**src/rtl/acc_window_dump.sv**
```systemverilog
// acc_window_dump: control and drain stage placed after an accumulator.
//
// The block drives the accumulator's clear and enable. It counts a programmed
// window of valid samples, then captures the accumulator sum into a one-entry
// output register. The consumer reads that register through a valid/ready
// handshake. Windows can be single-shot or continuous (back-to-back).
//
// Ports:
//   iClk, iRstN      clock; asynchronous active-low reset
//   iStart           start pulse, honoured only when idle
//   iCont, iLen      continuous flag and window length, latched with iStart
//   iValid           upstream sample strobe (also qualifies accumulator data)
//   iAccData         accumulator sum (BITWIDTH+1 bits)
//   oAccEn, oAccClr  accumulator enable / clear
//   oValid, iReady   result handshake
//   oData            captured window sum
//   oBusy            high whenever a window is in progress
//   oOverrun         sticky: a sample arrived while it could not be accepted
module acc_window_dump #(
  parameter int BITWIDTH = 32,
  parameter int CNTW     = 16
) (
  input  logic                iClk,
  input  logic                iRstN,
  input  logic                iStart,
  input  logic                iCont,
  input  logic [CNTW-1:0]     iLen,
  input  logic                iValid,
  input  logic [BITWIDTH:0]   iAccData,
  output logic                oAccEn,
  output logic                oAccClr,
  output logic                oValid,
  input  logic                iReady,
  output logic [BITWIDTH:0]   oData,
  output logic                oBusy,
  output logic                oOverrun
);

  typedef enum logic [1:0] {IDLE, CLEAR, RUN, CAPTURE} state_t;

  state_t          state, state_nxt;
  logic [CNTW-1:0] cnt;
  logic [CNTW-1:0] len_q;
  logic            cont_q;
  logic            load;   // capture the sum into the output register
  logic            last;   // final sample of the window accepted this cycle
  logic            drop;   // a sample arrived while it could not be accepted

  // Next state and accumulator controls. Clear exists only in CLEAR and
  // enable only in RUN, so the two can never overlap.
  always_comb begin
    state_nxt = state;
    oAccEn    = 1'b0;
    oAccClr   = 1'b0;
    load      = 1'b0;
    last      = 1'b0;
    drop      = 1'b0;
    case (state)
      IDLE: begin
        if (iStart) state_nxt = CLEAR;
      end
      CLEAR: begin
        oAccClr   = 1'b1;
        drop      = iValid;
        // A zero-length window skips RUN and captures the freshly cleared sum.
        state_nxt = (len_q != '0) ? RUN : CAPTURE;
      end
      RUN: begin
        oAccEn = iValid;
        last   = iValid && (cnt == len_q - CNTW'(1));
        if (last) state_nxt = CAPTURE;
      end
      CAPTURE: begin
        drop = iValid;
        // Load when the output register is empty, or when it drains in the
        // same cycle. Otherwise hold here so the accumulator keeps its sum.
        load = !oValid || iReady;
        if (load) state_nxt = cont_q ? CLEAR : IDLE;
      end
      default: state_nxt = IDLE;
    endcase
  end

  assign oBusy = (state != IDLE);

  always_ff @(posedge iClk or negedge iRstN) begin
    if (!iRstN) begin
      state  <= IDLE;
      cnt    <= '0;
      len_q  <= '0;
      cont_q <= 1'b0;
    end else begin
      state <= state_nxt;
      if (state == IDLE && iStart) begin
        len_q  <= iLen;
        cont_q <= iCont;
      end
      // The count stops at len at most (len <= 2^CNTW-1), so it cannot wrap.
      if (state == CLEAR)
        cnt <= '0;
      else if (state == RUN && iValid)
        cnt <= cnt + CNTW'(1);
    end
  end

  // One-entry output register. A load in the drain cycle keeps oValid high.
  always_ff @(posedge iClk or negedge iRstN) begin
    if (!iRstN) begin
      oValid <= 1'b0;
      oData  <= '0;
    end else if (load) begin
      oValid <= 1'b1;
      oData  <= iAccData;
    end else if (oValid && iReady) begin
      oValid <= 1'b0;
    end
  end

  // The overrun flag is cleared only by an accepted start.
  always_ff @(posedge iClk or negedge iRstN) begin
    if (!iRstN)
      oOverrun <= 1'b0;
    else if (state == IDLE && iStart)
      oOverrun <= 1'b0;
    else if (drop)
      oOverrun <= 1'b1;
  end

endmodule

```
**config.mk**
```make
export PLATFORM = sky130hd
export DESIGN_NAME = acc_window_dump
export DESIGN_NICKNAME = d
export VERILOG_FILES = /design/src/rtl/acc_window_dump.sv
export SDC_FILE = /design/constraint.sdc
export NUM_CORES = 1
export LEC_CHECK = 0
export BUFFER_PORTS_ARGS = -buffer_cell sky130_fd_sc_hd__buf_2
export CORE_MARGIN = 3
export CORE_UTILIZATION = 47
export DETAILED_ROUTE_END_ITERATION = 8
export GPL_TIMING_DRIVEN = 0
export HOLD_SLACK_MARGIN = 0.06
export PLACE_DENSITY = 0.81
export SKIP_CTS_REPAIR_TIMING = 1
export SLEW_MARGIN = 20
export SYNTH_ARGS = -nofsm -noshare
export SYNTH_HDL_FRONTEND = slang
export SYNTH_SLANG_ARGS = --single-unit
```
**constraint.sdc**
```tcl
create_clock -name iClk -period 2.2 [get_ports iClk]
set_input_delay 0.44 -clock iClk [delete_from_list [all_inputs] [get_ports iClk]]
set_output_delay 0.44 -clock iClk [all_outputs]
set_load 0.005 [all_outputs]
```
# ---- Yosys cells after proc, flatten, opt, wreduce, memory -nomap -nowiden
# Cells that the tools add are included.
dict set report totals {
  word_cells 46
  input_bits 55
  out_inout_bits 38
  register_bits 70
}
dict set report op_classes {
  n_mux 16
  n_reduce_logical 14
  addsub 2
  eq_ne 7
}
# op count
set op_table {}
lappend op_table {{$mux 16} 2}
lappend op_table {{$add 16x1->16 const B} 1}
lappend op_table {{$eq 16x16->1} 1}
lappend op_table {{$reduce_bool 16->1} 1}
lappend op_table {{$sub 16x1->16 const B} 1}
lappend op_table {{$mux 1} 10}
lappend op_table {{$pmux 2 s4} 1}
lappend op_table {{$reduce_bool 2->1} 4}
lappend op_table {{$mux 2} 3}
lappend op_table {{$ne 2x2->1 const B} 3}
lappend op_table {{$eq 2x2->1 const B} 2}
lappend op_table {{$logic_and 1x1->1} 4}
lappend op_table {{$reduce_and 3->1} 1}
lappend op_table {{$eq 2x1->1 const B} 1}
lappend op_table {{$logic_not 2->1} 1}
lappend op_table {{$reduce_or 2->1} 1}
lappend op_table {{$logic_not 1->1} 1}
lappend op_table {{$logic_or 1x1->1} 1}

# ---- Depth between registers and ports, before layout
dict set report depth {
  word_depth 5
  ltp_mapped 9
  ltp_nobuf 8
}

# ---- Worst setup path before layout
# Ideal clock, no wire load.
dict set report synth_timing {
  path_type {register -> register}
  startpoint {register len_q[0]}
  endpoint {register state[0]}
  t_arrival_ps 1989
  required_time_ps 2072
  period_less_slack_ps 2117
  path_buffers 0
  setup_slack_ps 83
  stages_incl_launch_ff 9
  cell_sequence {dfrtp_1 -> inv_1 -> ha_1 -> nor2b_1 -> nand4b_1 -> xnor2_1 -> o2111ai_1 -> o31ai_2 -> mux2_1}
}
dict set report synth_via {
  elab_chain_len 5
  elab_cells_between_ends 8
}
# element line
set synth_lines {}
lappend synth_lines {{start: declaration} 43} ;# logic [CNTW-1:0] len_q;
lappend synth_lines {{start signal: assignment} 95} ;# len_q <= iLen;
lappend synth_lines {{$sub 16x1->16} 70} ;# last = iValid && (cnt == len_q - CNTW'(1));
lappend synth_lines {{$eq 16x16->1} 70}
lappend synth_lines {{$logic_and 1x1->1} 70}
lappend synth_lines {{$ne 2x2->1 (no source line)} n/a}
lappend synth_lines {{$reduce_and 3->1 (no source line)} n/a}
lappend synth_lines {{end signal: assignment} 93} ;# state <= state_nxt;
lappend synth_lines {{end: declaration} 41} ;# state_t state, state_nxt;
# Parallel ways exist; a longest one is shown, timed or not.
# A chain may end at the register's enable or synchronous reset.

# ---- Worst setup path in the final report
# Ends and elaborated chain as after synthesis.

==> results_tabular.tex <==
\begin{tabular}{lr}
\hline
Metric & Value \\
\hline
\multicolumn{2}{l}{\textbf{Run status}} \\
\quad Result of the run & complete, but fails checks \\
\quad Violations in the final reports & setup timing \\
\multicolumn{2}{l}{\textbf{STA}} \\
\quad Max-slew violation count & 0 \\
\quad Timing-limited maximum frequency & 0.4269 GHz \\
\quad Worst max-slew margin expressed relative to the limit & 0.6414 \\
\quad Min Tclk post-route & 2.342 ns \\
\quad Hold Violations, Final & 0 \\
\quad Worst setup slack after layout & -0.1423 ns \\
\quad Slew at the pin closest to its max-slew limit & approximately 0.54 ns \\
\quad Unrepaired setup endpoints after global routing & yes \\
\quad Fin Clk Skew & roughly 0.009 ns \\
\quad Setup violations, final & 2 \\
\quad Fin crit share & 1.065 \\
\multicolumn{2}{l}{\textbf{Logic synthesis}} \\
\quad Register bit count reported by yosys & 70 \\
\quad Most repeated cell in the gate-level netlist after synthesis & dfrtp\_1 \\
\quad Number of synthesis warnings & 0 \\
\quad Biggest area contributors in the synthesized netlist & dfrtp\_1 (51\%), mux2\_1 (14\%), xnor2\_1 (4.8\%), xor2\_1 (4.1\%), mux2\_2 (2.6\%) \\
\quad Sequential element share of the synthesized area & 0.5063 \\
\quad Cell types with the highest counts after synthesis & dfrtp\_1 (70), mux2\_1 (44), nor2\_1 (22), xnor2\_1 (19), xor2\_1 (16) \\
\quad Mapped Nets & 347 \\
\quad Ys flop type & dfrtp\_1 \\
\quad Count of flip-flops with a built-in enable after synthesis & 0 \\
\quad Share of synthesized flip-flops with an asynchronous set or reset & 1.000 \\
\quad Unique masters post-synth & 45 \\
\quad Yosys top cell area share & 0.5063 \\
\quad Post-synthesis instance area & 3460 um\^{}2 \\
\quad Post-synthesis cell count & 285 \\
\quad Leading area contributor after synthesis & dfrtp\_1 \\
\quad Post-Syn Area per Cell & 12.14 um\^{}2 \\
\multicolumn{2}{l}{\textbf{Route}} \\
\quad Antenna Violating Nets Remaining & 0 \\
\quad Wire length per cell after detailed routing & 15.10 um \\
\quad Via density per instance & roughly 5.1 \\
\quad First-pass iteration count of the detailed router & 4 \\
\quad DRC viols & 0 \\
\quad Total Wirelength & 7581 um \\
\quad DRC marker count from the first detailed-route iteration & 121 \\
\quad Number of vias in the routed layout & $\sim$2600 \\
\multicolumn{2}{l}{\textbf{CTS}} \\
\quad TritonCTS Sinks & 70 \\
\quad Insertion delay of the later-clocked pin in the worst-skew pair & roughly 0.34 ns \\
\quad Clock tree buffer depth & 2 \\
\quad Clock root buffer master & clkbuf\_8 \\
\quad Clock tree from TritonCTS & yes \\
\quad Number of clock buffers inserted by TritonCTS & 9 \\
\quad H-tree depth & 3 \\
\quad Clock edge transition at the registers on the reported setup and hold paths & 0.08 ns \\
\multicolumn{2}{l}{\textbf{Global route}} \\
\quad GRT Total Usage & 0.1860 \\
\quad Maximum number of pins on one net before global-route repair & between 40 and 50 \\
\quad First-pass GRT wire length & about 13000 um \\
\quad Via count of the first global-routing pass & 2769 \\
\quad Antenna violations before repair & 0 \\
\quad Global route total overflow & 0 \\
\multicolumn{2}{l}{\textbf{Die}} \\
\quad Core region area & 6982 um\^{}2 \\
\quad Die X-Extent & 91.80 um \\
\quad Initial core utilization & 0.4955 \\
\quad Count of standard-cell rows & 30 \\
\quad Boundary Pins & 93 \\
\quad Die height & 91.80 um \\
\quad Area of the die & 8426 um\^{}2 \\
\multicolumn{2}{l}{\textbf{Final layout}} \\
\quad Post-route cell area & approximately 4500 um\^{}2 \\
\quad Filler cell count & about 560 \\
\quad Area of the multi-input gates & 1688 um\^{}2 \\
\quad Signed area change from the synthesized netlist to the final layout & 29.55\% \\
\quad Number of nets in the final layout & around 460 \\
\quad Fraction of final layout cells with drive strength greater than 1 & 0.3916 \\
\quad ANT cells & 0 \\
\quad Post-layout instance count excluding filler cells & 502 \\
\quad Footprint of the flip-flops and latches & 1758 um\^{}2 \\
\multicolumn{2}{l}{\textbf{Power and ir drop}} \\
\quad Power per cell area & roughly 1300 nW/um\^{}2 \\
\quad Static leakage & 2.088 nW \\
\quad VDD IR max & 940.0 uV \\
\multicolumn{2}{l}{\textbf{Critical path}} \\
\quad Peak fanout along the critical path & 6 \\
\quad Slowest library cell on the worst path & dfrtp\_1 \\
\quad Arrival time at the worst endpoint & 2.56 ns \\
\quad Startpoint Class & flip-flop \\
\quad CP peak stage delay & 0.43 ns \\
\quad Series of cell instances along the critical path & inv\_2 -> ha\_4 -> nor2b\_4 -> buf\_6 -> a22o\_1 -> o2111a\_1 -> o2111ai\_2 -> o31ai\_2 -> buf\_4 -> mux2\_4 \\
\quad Critical Path End Type & flip-flop \\
\quad Required time reported for the critical path endpoint & 2.42 ns \\
\quad Crit Path Category & flip-flop to flip-flop \\
\multicolumn{2}{l}{\textbf{Placement}} \\
\quad Routability congestion estimate from global placement & 0.8162 \\
\quad Cell Area, Placed & 4070 um\^{}2 \\
\quad DP Cell Count & 474 \\
\quad Number of buffer cells added on primary ports & 92 \\
\quad Post-DP HPWL & 5562 um \\
\multicolumn{2}{l}{\textbf{Job}} \\
\quad Maximum capacitance violations & 0 \\
\multicolumn{2}{l}{\textbf{Worst hold path}} \\
\quad Class of the worst hold path & input pin to flip-flop \\
\hline
\end{tabular}
[cell families (layout without fill, tap and decap cells)]
logic type                 after synthesis  count (layout)  share of synthesized area
DFF                                     70              70                     0.5063
and+or+nand+nor                         80              80                     0.1338
adders and majority gates                7               7                    0.02532
xor gates and xnor gates                35              35                    0.08861
buffers and inverters                   20             141                    0.02387
muxes                                   53              53                     0.1722
AOI/OAI and AO/OA                       20              20                    0.04991
[state kept, by name (all words and copies together), names as in the netlist]
register and flops:
oOverrun 1, cnt 16, state 2, cont_q 1, oValid 1, len_q 16
oData 33
[path summary, 6_finish.rpt]
kind,startpoint,to,slack [ns],cells past startpoint
worst max-delay path,len_q[0],state[0],-0.14,10
min in group asynchronous,iRstN,len_q[4],0.54,2
worst max register to register,len_q[0],state[0],-0.14,10
worst min-delay path,iLen[11],len_q[11],0.30,2
max in group asynchronous,iRstN,len_q[8],1.12,3
worst min register to register,oData[6],oData[6],0.49,1
[per-stage QoR]
stage                     hold slack (ns)  setup slack [ns]  TNS, ns  utilization  power (mW)
after floorplan                    0.1444           0.08328        0            -       3.640
after global routing               0.3000           -0.2026  -0.3966       0.6419       6.299
after global placement             0.4687           -0.3363  -0.6720       0.5787       4.323
final                              0.3040           -0.1423  -0.2761       0.6419       5.911
after CTS                       -0.003501           -0.4448  -0.9509       0.6149       5.613
after detailed placement           0.3604           -0.4121  -0.8359       0.5830       4.460
[worst max-delay path: cells and delay by family, from the launching register on]
| kind | cells | cell delay, ns |
|---|---|---|
| DFF | 1 | 0.43 |
| adders and majority gates | 1 | 0.14 |
| muxes | 1 | 0.30 |
| AOI/OAI and AO/OA | 4 | 0.74 |
| buffers and inverters | 3 | 0.38 |
| and+or+nand+nor | 1 | 0.22 |
[layout make-up]
cell class	count	share of cell area
Tap cell	96	0.02680
Clock inverter	6	0.01898
Multi-Input combinational cell	195	0.3766
Sequential cell	70	0.3922
Inverter	8	0.006700
Buffer	8	0.008654
Timing Repair Buffer	109	0.1393
Clock buffer	10	0.03071
[cell usage in the layout, fill, tap and decap left out, drive strengths merged, types with 3 or more instances in the layout]
cell,instances
nor2,22
nor2b,5
ha,7
nor3,7
nand2,12
xnor2,19
o21ai,4
clkbuf,13
mux2,52
and3,6
nand4,6
and3b,4
inv,8
buf,113
nand2b,3
nand3,5
xor2,16
dfrtp,70
[report_power, final]
group	leakage, nW	internal (mW)	switching, mW	total [mW]
registers	0.854	1.83	0.445	2.28
clock network	0.108	0.665	0.482	1.15
logic	1.13	1.36	1.13	2.49
total	2.09	3.86	2.05	5.91
[per-layer routing]
layer,part of all wire,up-vias,track usage
met1,0.41,1243,0.2190
met5,0,-,0
li1,-,1225,-
met2,0.50,82,0.3232
met3,0.075,10,0.05414
met4,0.015,0,0.06559
Note: power is estimated with default switching activity, not from simulation.
